<file path="src/rtl/bp_fe_bp_gshare_ghr_if.sv">
// Read/update/restore bundle between the front end and the gshare predictor.
// The predictor takes the slave modport; fetch and resolution logic drive the master side.
interface bp_fe_bp_gshare_ghr_if #(
   parameter int bht_idx_width_p = 9,
   parameter int ghist_width_p   = 8
);
   logic                       ready_o;
   logic                       r_v_i;
   logic [bht_idx_width_p-1:0] idx_r_i;
   logic                       predict_v_o;
   logic                       predict_o;
   logic [bht_idx_width_p-1:0] predict_idx_o;
   logic [ghist_width_p-1:0]   predict_ghist_o;
   logic                       w_v_i;
   logic [bht_idx_width_p-1:0] idx_w_i;
   logic                       taken_i;
   logic                       restore_v_i;
   logic [ghist_width_p-1:0]   ghist_restore_i;
   logic [31:0]                perf_pred_o;
   logic [31:0]                perf_miss_o;

   modport slave (
      output ready_o, predict_v_o, predict_o, predict_idx_o, predict_ghist_o,
             perf_pred_o, perf_miss_o,
      input  r_v_i, idx_r_i, w_v_i, idx_w_i, taken_i, restore_v_i, ghist_restore_i
   );

   modport master (
      input  ready_o, predict_v_o, predict_o, predict_idx_o, predict_ghist_o,
             perf_pred_o, perf_miss_o,
      output r_v_i, idx_r_i, w_v_i, idx_w_i, taken_i, restore_v_i, ghist_restore_i
   );
endinterface

</file>
<file path="src/rtl/bp_fe_bp_gshare_ghr.sv">
// Gshare direction predictor: GHR-hashed flop BHT, 1-cycle registered prediction,
// speculative history with restore, post-reset init sweep. BP_GSHARE_PERF_EN adds perf counters.
module bp_fe_bp_gshare_ghr #(
   parameter int bht_idx_width_p   = 9,
   parameter int bp_cnt_sat_bits_p = 2,
   parameter int ghist_width_p     = 8
) (
   input  logic                     clk_i,
   input  logic                     reset_i,
   bp_fe_bp_gshare_ghr_if.slave     bp_if
);

   localparam int entries_lp = 1 << bht_idx_width_p;
   localparam logic [bp_cnt_sat_bits_p-1:0] cnt_max_lp = '1;
   localparam logic [bp_cnt_sat_bits_p-1:0] cnt_wnt_lp =
      bp_cnt_sat_bits_p'((1 << (bp_cnt_sat_bits_p - 1)) - 1);

   typedef enum logic {e_init, e_ready} state_e;

   typedef struct packed {
      logic                       taken;
      logic [bht_idx_width_p-1:0] idx;
      logic [ghist_width_p-1:0]   ghist;
   } pred_s;

   state_e                     state_q;
   logic [bht_idx_width_p-1:0] init_ptr_q;
   logic                       ready_q;

   logic [bp_cnt_sat_bits_p-1:0] bht_q [entries_lp];

   logic                     pv_q, pv_d;
   pred_s                    pred_q, pred_d;
   logic [ghist_width_p-1:0] ghr_q, ghr_d, ghr_shift;

   logic                         accept_r, accept_w, accept_rs;
   logic [bht_idx_width_p-1:0]   hash;
   logic [bp_cnt_sat_bits_p-1:0] cnt_old, cnt_upd, rd_cnt;
   logic                         wr_en;
   logic [bht_idx_width_p-1:0]   wr_idx;
   logic [bp_cnt_sat_bits_p-1:0] wr_data;

   // ready_o trails the INIT->READY transition by one edge, so it only rises
   // once every entry, including the last, has been written.
   always_ff @(posedge clk_i) begin
      if (!reset_i) begin
         state_q    <= e_init;
         init_ptr_q <= '0;
         ready_q    <= 1'b0;
      end else begin
         ready_q <= (state_q == e_ready);
         if (state_q == e_init) begin
            init_ptr_q <= init_ptr_q + bht_idx_width_p'(1);
            if (&init_ptr_q)
               state_q <= e_ready;
         end
      end
   end

   always_comb begin
      accept_r  = ready_q & bp_if.r_v_i;
      accept_w  = ready_q & bp_if.w_v_i;
      accept_rs = ready_q & bp_if.restore_v_i;
      hash      = bp_if.idx_r_i ^ bht_idx_width_p'(ghr_q);

      cnt_old = bht_q[bp_if.idx_w_i];
      cnt_upd = cnt_old;
      if (bp_if.taken_i && (cnt_old != cnt_max_lp))
         cnt_upd = cnt_old + bp_cnt_sat_bits_p'(1);
      else if (!bp_if.taken_i && (cnt_old != '0))
         cnt_upd = cnt_old - bp_cnt_sat_bits_p'(1);

      // Write-first bypass when the read hits the entry being updated.
      rd_cnt = (accept_w && (bp_if.idx_w_i == hash)) ? cnt_upd : bht_q[hash];

      wr_en   = reset_i & ((state_q == e_init) | accept_w);
      wr_idx  = (state_q == e_init) ? init_ptr_q : bp_if.idx_w_i;
      wr_data = (state_q == e_init) ? cnt_wnt_lp : cnt_upd;
   end

   always_ff @(posedge clk_i) begin
      if (wr_en)
         bht_q[wr_idx] <= wr_data;
   end

   if (ghist_width_p == 1) begin : g_shift1
      assign ghr_shift = pred_q.taken;
   end else begin : g_shiftn
      assign ghr_shift = {ghr_q[ghist_width_p-2:0], pred_q.taken};
   end

   always_comb begin
      pv_d   = accept_r;
      pred_d = pred_q;
      if (accept_r) begin
         pred_d.taken = rd_cnt[bp_cnt_sat_bits_p-1];
         pred_d.idx   = hash;
         pred_d.ghist = ghr_q;
      end
      // Restore beats the speculative shift of a prediction leaving the pipe.
      if (accept_rs)
         ghr_d = bp_if.ghist_restore_i;
      else if (pv_q)
         ghr_d = ghr_shift;
      else
         ghr_d = ghr_q;
   end

   always_ff @(posedge clk_i) begin
      if (!reset_i) begin
         pv_q   <= 1'b0;
         pred_q <= '0;
         ghr_q  <= '0;
      end else begin
         pv_q   <= pv_d;
         pred_q <= pred_d;
         ghr_q  <= ghr_d;
      end
   end

   assign bp_if.ready_o         = ready_q;
   assign bp_if.predict_v_o     = pv_q;
   assign bp_if.predict_o       = pred_q.taken;
   assign bp_if.predict_idx_o   = pred_q.idx;
   assign bp_if.predict_ghist_o = pred_q.ghist;

`ifdef BP_GSHARE_PERF_EN
   logic [31:0] perf_pred_q, perf_pred_d;
   logic [31:0] perf_miss_q, perf_miss_d;
   logic        miss;

   always_comb begin
      miss        = accept_w & (cnt_old[bp_cnt_sat_bits_p-1] != bp_if.taken_i);
      perf_pred_d = (pv_q && !(&perf_pred_q)) ? perf_pred_q + 32'd1 : perf_pred_q;
      perf_miss_d = (miss && !(&perf_miss_q)) ? perf_miss_q + 32'd1 : perf_miss_q;
   end

   always_ff @(posedge clk_i) begin
      if (!reset_i) begin
         perf_pred_q <= '0;
         perf_miss_q <= '0;
      end else begin
         perf_pred_q <= perf_pred_d;
         perf_miss_q <= perf_miss_d;
      end
   end

   assign bp_if.perf_pred_o = perf_pred_q;
   assign bp_if.perf_miss_o = perf_miss_q;
`else
   assign bp_if.perf_pred_o = '0;
   assign bp_if.perf_miss_o = '0;
`endif

endmodule
</file>
<file path="src/flat_wrapper.sv">
// flat-port wrapper written by rule: the top's interface ports become plain ports
module bp_fe_bp_gshare_ghr_flat 
#(
   parameter int bht_idx_width_p   = 9,
   parameter int bp_cnt_sat_bits_p = 2,
   parameter int ghist_width_p     = 8
)
  (clk_i, reset_i, bp_if_ready_o, bp_if_predict_v_o, bp_if_predict_o, bp_if_predict_idx_o, bp_if_predict_ghist_o, bp_if_perf_pred_o, bp_if_perf_miss_o, bp_if_r_v_i, bp_if_idx_r_i, bp_if_w_v_i, bp_if_idx_w_i, bp_if_taken_i, bp_if_restore_v_i, bp_if_ghist_restore_i);
  bp_fe_bp_gshare_ghr_if #(.bht_idx_width_p(bht_idx_width_p), .ghist_width_p(ghist_width_p)) bp_if_i ();
  input  logic clk_i;
  input  logic reset_i;
  output wire logic [$bits(bp_if_i.ready_o)-1:0] bp_if_ready_o;
  output wire logic [$bits(bp_if_i.predict_v_o)-1:0] bp_if_predict_v_o;
  output wire logic [$bits(bp_if_i.predict_o)-1:0] bp_if_predict_o;
  output wire logic [$bits(bp_if_i.predict_idx_o)-1:0] bp_if_predict_idx_o;
  output wire logic [$bits(bp_if_i.predict_ghist_o)-1:0] bp_if_predict_ghist_o;
  output wire logic [$bits(bp_if_i.perf_pred_o)-1:0] bp_if_perf_pred_o;
  output wire logic [$bits(bp_if_i.perf_miss_o)-1:0] bp_if_perf_miss_o;
  input wire logic [$bits(bp_if_i.r_v_i)-1:0] bp_if_r_v_i;
  input wire logic [$bits(bp_if_i.idx_r_i)-1:0] bp_if_idx_r_i;
  input wire logic [$bits(bp_if_i.w_v_i)-1:0] bp_if_w_v_i;
  input wire logic [$bits(bp_if_i.idx_w_i)-1:0] bp_if_idx_w_i;
  input wire logic [$bits(bp_if_i.taken_i)-1:0] bp_if_taken_i;
  input wire logic [$bits(bp_if_i.restore_v_i)-1:0] bp_if_restore_v_i;
  input wire logic [$bits(bp_if_i.ghist_restore_i)-1:0] bp_if_ghist_restore_i;
  assign bp_if_ready_o = bp_if_i.ready_o;
  assign bp_if_predict_v_o = bp_if_i.predict_v_o;
  assign bp_if_predict_o = bp_if_i.predict_o;
  assign bp_if_predict_idx_o = bp_if_i.predict_idx_o;
  assign bp_if_predict_ghist_o = bp_if_i.predict_ghist_o;
  assign bp_if_perf_pred_o = bp_if_i.perf_pred_o;
  assign bp_if_perf_miss_o = bp_if_i.perf_miss_o;
  assign bp_if_i.r_v_i = bp_if_r_v_i;
  assign bp_if_i.idx_r_i = bp_if_idx_r_i;
  assign bp_if_i.w_v_i = bp_if_w_v_i;
  assign bp_if_i.idx_w_i = bp_if_idx_w_i;
  assign bp_if_i.taken_i = bp_if_taken_i;
  assign bp_if_i.restore_v_i = bp_if_restore_v_i;
  assign bp_if_i.ghist_restore_i = bp_if_ghist_restore_i;
  bp_fe_bp_gshare_ghr #(.bht_idx_width_p(bht_idx_width_p), .bp_cnt_sat_bits_p(bp_cnt_sat_bits_p), .ghist_width_p(ghist_width_p)) u_core (.clk_i(clk_i), .reset_i(reset_i), .bp_if(bp_if_i));
endmodule
</file>
<file path="config.mk">
export PLATFORM = sky130hd
export DESIGN_NAME = bp_fe_bp_gshare_ghr_flat
export DESIGN_NICKNAME = d
export VERILOG_FILES = /design/src/rtl/bp_fe_bp_gshare_ghr_if.sv /design/src/rtl/bp_fe_bp_gshare_ghr.sv /design/src/flat_wrapper.sv
export SDC_FILE = /design/constraint.sdc
export NUM_CORES = 2
export LEC_CHECK = 0
export ABC_AREA = 1
export BUFFER_PORTS_ARGS = -buffer_cell sky130_fd_sc_hd__buf_2
export CAP_MARGIN = 20
export CORE_MARGIN = 3
export CORE_UTILIZATION = 33
export CTS_CLUSTER_DIAMETER = 30
export DETAILED_ROUTE_END_ITERATION = 7
export PLACE_DENSITY = 0.48
export SYNTH_ARGS = -nofsm -noshare
export SYNTH_HDL_FRONTEND = slang
export SYNTH_SLANG_ARGS = --single-unit
</file>
<file path="constraint.sdc">
create_clock -name clk_i -period 21.6 [get_ports clk_i]
set_input_delay 2.16 -clock clk_i [delete_from_list [all_inputs] [get_ports clk_i]]
set_output_delay 2.16 -clock clk_i [all_outputs]
set_load 0.01 [all_outputs]
</file>
* Word-level counts from Yosys, hierarchy flattened
Memories as Yosys holds them, arrays and structs flattened.
Index checks and enable logic that the tools add are counted.
** Operators by class
- Add/subtract/negate cells :: 3
- Eq/ne operators :: 2
- Muxes and demuxes :: 11
- Bitwise logic cells :: 7
- Reduce and logical (&&, ||, !) cells :: 7
** Operators by type and width (count)
- 8-bit 2-to-1 mux :: 2
- 9-bit by 1-bit adder with 9-bit output, second input constant :: 1
- 9-bit equality test :: 1
- 9-bit 2-to-1 mux :: 1
- 9-bit AND reduction :: 1
- 9-bit by 8-bit bitwise XOR with 9-bit output :: 1
- 2-bit 2-to-1 mux :: 4
- 1-bit bitwise AND :: 4
- 1-bit 2-to-1 mux :: 4
- 2-bit nonzero test :: 2
- 1-bit logical AND :: 3
- 2-bit by 1-bit adder with 2-bit output, second input constant :: 1
- 2-bit != test, second input constant :: 1
- 2-bit by 1-bit subtractor with 2-bit output, second input constant :: 1
- 1-bit logical NOT :: 1
- 1-bit inverter :: 1
- 1-bit bitwise OR :: 1
** Storage, ports and cells
- Register bits :: 38
- Memory bits (writable) :: 1024
- Input bits :: 32
- Output and inout port bits :: 84
- Logic and storage cells :: 39
- Memories kept :: 1
** Memories
- u_core.bht_q :: words 512, bits a word 2, rd ports 2, clocked after Yosys merged registers in 0, write ports 1, RTL line bp_fe_bp_gshare_ghr.sv:30 : logic [bp_cnt_sat_bits_p-1:0] bht_q [entries_lp];

* Longest topological paths before layout
An unclocked memory read counts as a cell.
- Depth in word-level cells :: 6
- Mapped depth :: 25
- Gate-level depth less buffers :: 21

* Worst setup path before layout
No wires, ideal clock.
- Path type :: input -> register
- From :: in bp_if_idx_w_i[1]
- To :: mem u_core.bht_q[0][1], data pin
- Library setup time :: 2.591 ns
- Arrival :: 16.037 ns
- Data required time :: 19.009 ns
- Setup slack :: 2.972 ns
- Stages on the path :: 21
- Path buffers :: 3
- Cell sequence :: buf_4 clkinv_2 buf_2 clkbuf_1 o21ai_0 o22ai_1 nand2_1 nand3_1 nand3_1 nand3_1 nand2_1 nand2_1 nand2_1 o21ai_1 nand2_2 ha_1 nor2_1 a21oi_1 nand2_1 nand2_1 nor2_1
** On the way
- Longest elaborated chain between the ends :: 6
- Elaborated cells on any way between the ends :: 10
- Those cells by class :: add/sub (2); eq/ne (1); mux (3); reduce/logical (3); memory (1)
** RTL lines
- start: declaration :: RTL line flat_wrapper.sv:22 : input wire logic [$bits(bp_if_i.idx_w_i)-1:0] bp_if_idx_w_i;
- memory 512 x 2 bit *
- parallel branches: the longest is 3 deep, another holds 2-bit by 1-bit subtractor with 2-bit output
- 2-bit 2-to-1 mux * :: RTL line bp_fe_bp_gshare_ghr.sv:68 : if (bp_if.taken_i && (cnt_old != cnt_max_lp))
- 2-bit 2-to-1 mux * :: RTL line bp_fe_bp_gshare_ghr.sv:78 : wr_data = (state_q == e_init) ? cnt_wnt_lp : cnt_upd;
- via u_core.wr_data[1] :: RTL line bp_fe_bp_gshare_ghr.sv:41 : logic [bp_cnt_sat_bits_p-1:0] wr_data;
- end: declaration :: RTL line bp_fe_bp_gshare_ghr.sv:30
Mark *: on every way through the listed nets, which the timed path passes.

* Worst setup path after layout
- From :: in bp_if_idx_w_i[0]
- To :: mem u_core.bht_q[469][1], data pin
Same word-level chain as after synthesis.

==> reports/results.tsv <==
metric	value	unit
HPWL after DPL	93100	um
fillers	15100	
vias	42000	
CTS Hold Buffers Added	0	
DR iter-0 viols	4502	
leakage power	24.5	nW
Die Y-Extent	401	um
top post-synthesis cells by area	edfxtp_1 60%, nand2_1 9.5%, nand3_1 9.4%	
vias in the first global route	41200	
wire length per cell	23.8	um
ys flop type	edfxtp_1	
IO Pins	116	
die area	0.161	mm^2
FMAX	109	MHz
Total Wirelength	186000	um
Commonest cells post-synth	1307 x nand2_1, 1024 x edfxtp_1, 962 x nand3_1, 819 x nor2_1, 330 x inv_1	
clk sinks	1062	
pins over their slew limit	0	
vias per std cell	5.37	
drt pass-1 iters	6	
initial antenna violation count	10	
clock-pin slew on the worst setup and hold paths	0.04	ns
clock skew	0.0610	ns
Crit Path Class	input port to flip-flop	
worst path arrival time	9.68	ns
number of synthesized flops with an enable pin	1024	
post-cts sizing count	0	
H-tree levels	5	
crit share post-route	42.5	%
top-count cell post-synth	nand2_1	
total CTS buffers	278	
Max clock buf depth	4	
Netlist cell types	32	
Synth warnings	0	
final setup TNS	0	ns
Seq/Total Area, Yosys	61.2	%
Critical Path End Type	flip-flop	
hold path start	u_core.bp_if.predict_ghist_o[3]	
latest clock arrival within the worst-skew pair	0.89	ns
NumNets Final	5615	
post-route antenna net violation count	0	
pwr/cell area	105	mW/mm^2
asr flop ratio synth	0	%
Mapped Avg Cell Area	9.19	um^2
GRT Total Usage	22.6	%
share of layout cells above drive strength 1	9.51	%
reg-to-reg startpoint	u_core.bht_q[473][0]	
relative slew slack	22.1	%
peak supply drop	0.0717	mV
Synth Register Bits	1062	
port buffer count	51	
initial core utilization	33.3	%
first-pass GRT wire length	273000	um
die width	401	um
largest net degree at the start of global routing	223	
status	complete, no violations	
Crit Path Max Fanout	222	
CTS tree	built	
synthesized area	0.0515	mm^2
crit path from	bp_if_idx_w_i[0]	
setup violators final	0	
core area	0.155	mm^2
Hold Vio Cnt, Final	0	
unrepaired setup endpoints after global routing	false	
worst slew pin tran	1.17	ns
gpl congestion	0.820	
FF/Latch Area	0.0315	mm^2
Setup Fix Bufs, Post-CTS	0	
CP required	22.11	ns
share of the synthesized area in the top cell type	59.7	%
total gr overflow	0	
Cells after Synth	5603	
HP Class	flip-flop to flip-flop	
Site Rows	144	
pre-CTS setup slack	11.72	ns
final setup margin	12.42	ns
residual DRC count	0	
area of the multi-input gates	0.0167	mm^2
leading area contributor after synthesis	edfxtp_1	
Syn-to-layout area delta	20.0	%
Worst Setup Start Kind	input port	
max-cap viol count	0	
Root Buffer	clkbuf_16	
fin crit period	9.18	ns
## final timing paths
kind | endpoint | cells past startpoint | slack, ns
worst max register to register | u_core.bht_q[469][1] | 20 | 15.82
worst min-delay path | u_core.bp_if.predict_ghist_o[3] | 2 | 0.48
worst min register to register | u_core.bp_if.predict_ghist_o[3] | 2 | 0.48
worst max-delay path | u_core.bht_q[469][1] | 23 | 12.42
## cell usage in the layout (no fill, tap or decap), types with 33 or more instances in the layout
master     netlist  final
nor2_1         819    815
clkbuf_16        0    284
o21ai_0        291    291
nand2_1       1307   1289
o21ai_1         61     61
buf_4           81     59
nand3_1        962    961
clkinv_2         1     33
conb_1           1     64
o22ai_1        131    131
o211ai_1        35     35
inv_1          330    327
dfxtp_1         38     38
a21oi_1         71     71
clkinv_1         4     51
edfxtp_1      1024   1024
buf_2          171     47
## layout make-up
class / instances / area share (%)
Tap cell: 2044 / 4.14
Multi-Input combinational cell: 3782 / 27.1
Antenna cell: 4 / 0.0162
Sequential cell: 1062 / 51.0
Timing Repair Buffer: 117 / 1.44
Inverter: 338 / 2.09
Clock inverter: 155 / 2.50
Clock buffer: 318 / 11.8
## routing by layer
layer	GRT usage, %	vias up	wire length, um
met2	35.7	1967	84700
met4	8.75	0	6290
met5	0	-	0
met1	30.7	20700	79500
met3	4.56	365	15600
li1	-	19000	-
## stage by stage
step | power (W) | std cells | hold WS, ns | cell area, um^2 | utilization [%]
6_report | 0.00647 | 7820 | 0.476 | 61800 | 40.0
5_1_grt | 0.00666 | 7818 | 0.513 | 61800 | 40.0
4_1_cts | 0.00651 | 7816 | 0.486 | 61800 | 40.0
3_5_place_dp | 0.00261 | 7343 | 0.478 | 53000 | 34.3
3_3_place_gp | 0.00261 | 7342 | 0.460 | 52900 | 34.2
2_1_floorplan | 0.00249 | 5666 | 0.479 | 51700 | -
## worst max-delay path, stage by stage
cell	delay (ns)
buf_8	0.24
inv_8	0.58
buf_4	0.78
buf_4	0.76
o21ai_0	0.17
o22ai_1	0.17
nand2_1	0.07
nand3_1	0.13
nand3_1	0.12
nand3_1	0.25
nand3_1	0.14
o21ai_1	0.11
nand2_1	0.06
nand3_1	0.09
nand2_2	0.08
ha_1	0.19
nor2_1	0.23
a21oi_1	0.11
nand2_1	0.09
nand2_1	0.10
nor2_4	0.80
buf_4	0.88
buf_12	0.72
## where the power goes
group | internal, W | switching [W] | leakage, nW
clock network | 0.00269 | 0.00120 | 4.26
registers | 0.00223 | 0.000000821 | 11.0
logic | 0.0000870 | 0.000264 | 9.18
total | 0.00501 | 0.00147 | 24.5
## cells by family (layout without fill, tap and decap cells)
logic type      Yosys count  after routing  synth area share (%)
simple gates           3101           3101                  25.0
flops                  1062           1062                  61.2
buf+inv                 822            928                  7.10
compound gates          601            601                  6.37
xor+xnor                 12             12                 0.219
fa+ha+maj                 4              4                0.0972
other cells               1             68               0.00728
## registers in the layout, summed over array words and instances, names as in the netlist
signal and count:
u_core.bp_if.ready_o 1, u_core.bht_q 1024, u_core.init_ptr_q 9, u_core.bp_if.predict_v_o 1, u_core.bp_if.predict_ghist_o 8, u_core.bp_if.predict_idx_o 9
u_core.ghr_q 8, u_core.bp_if.predict_o 1, u_core.state_q 1
(Power assumes the default switching activity.)
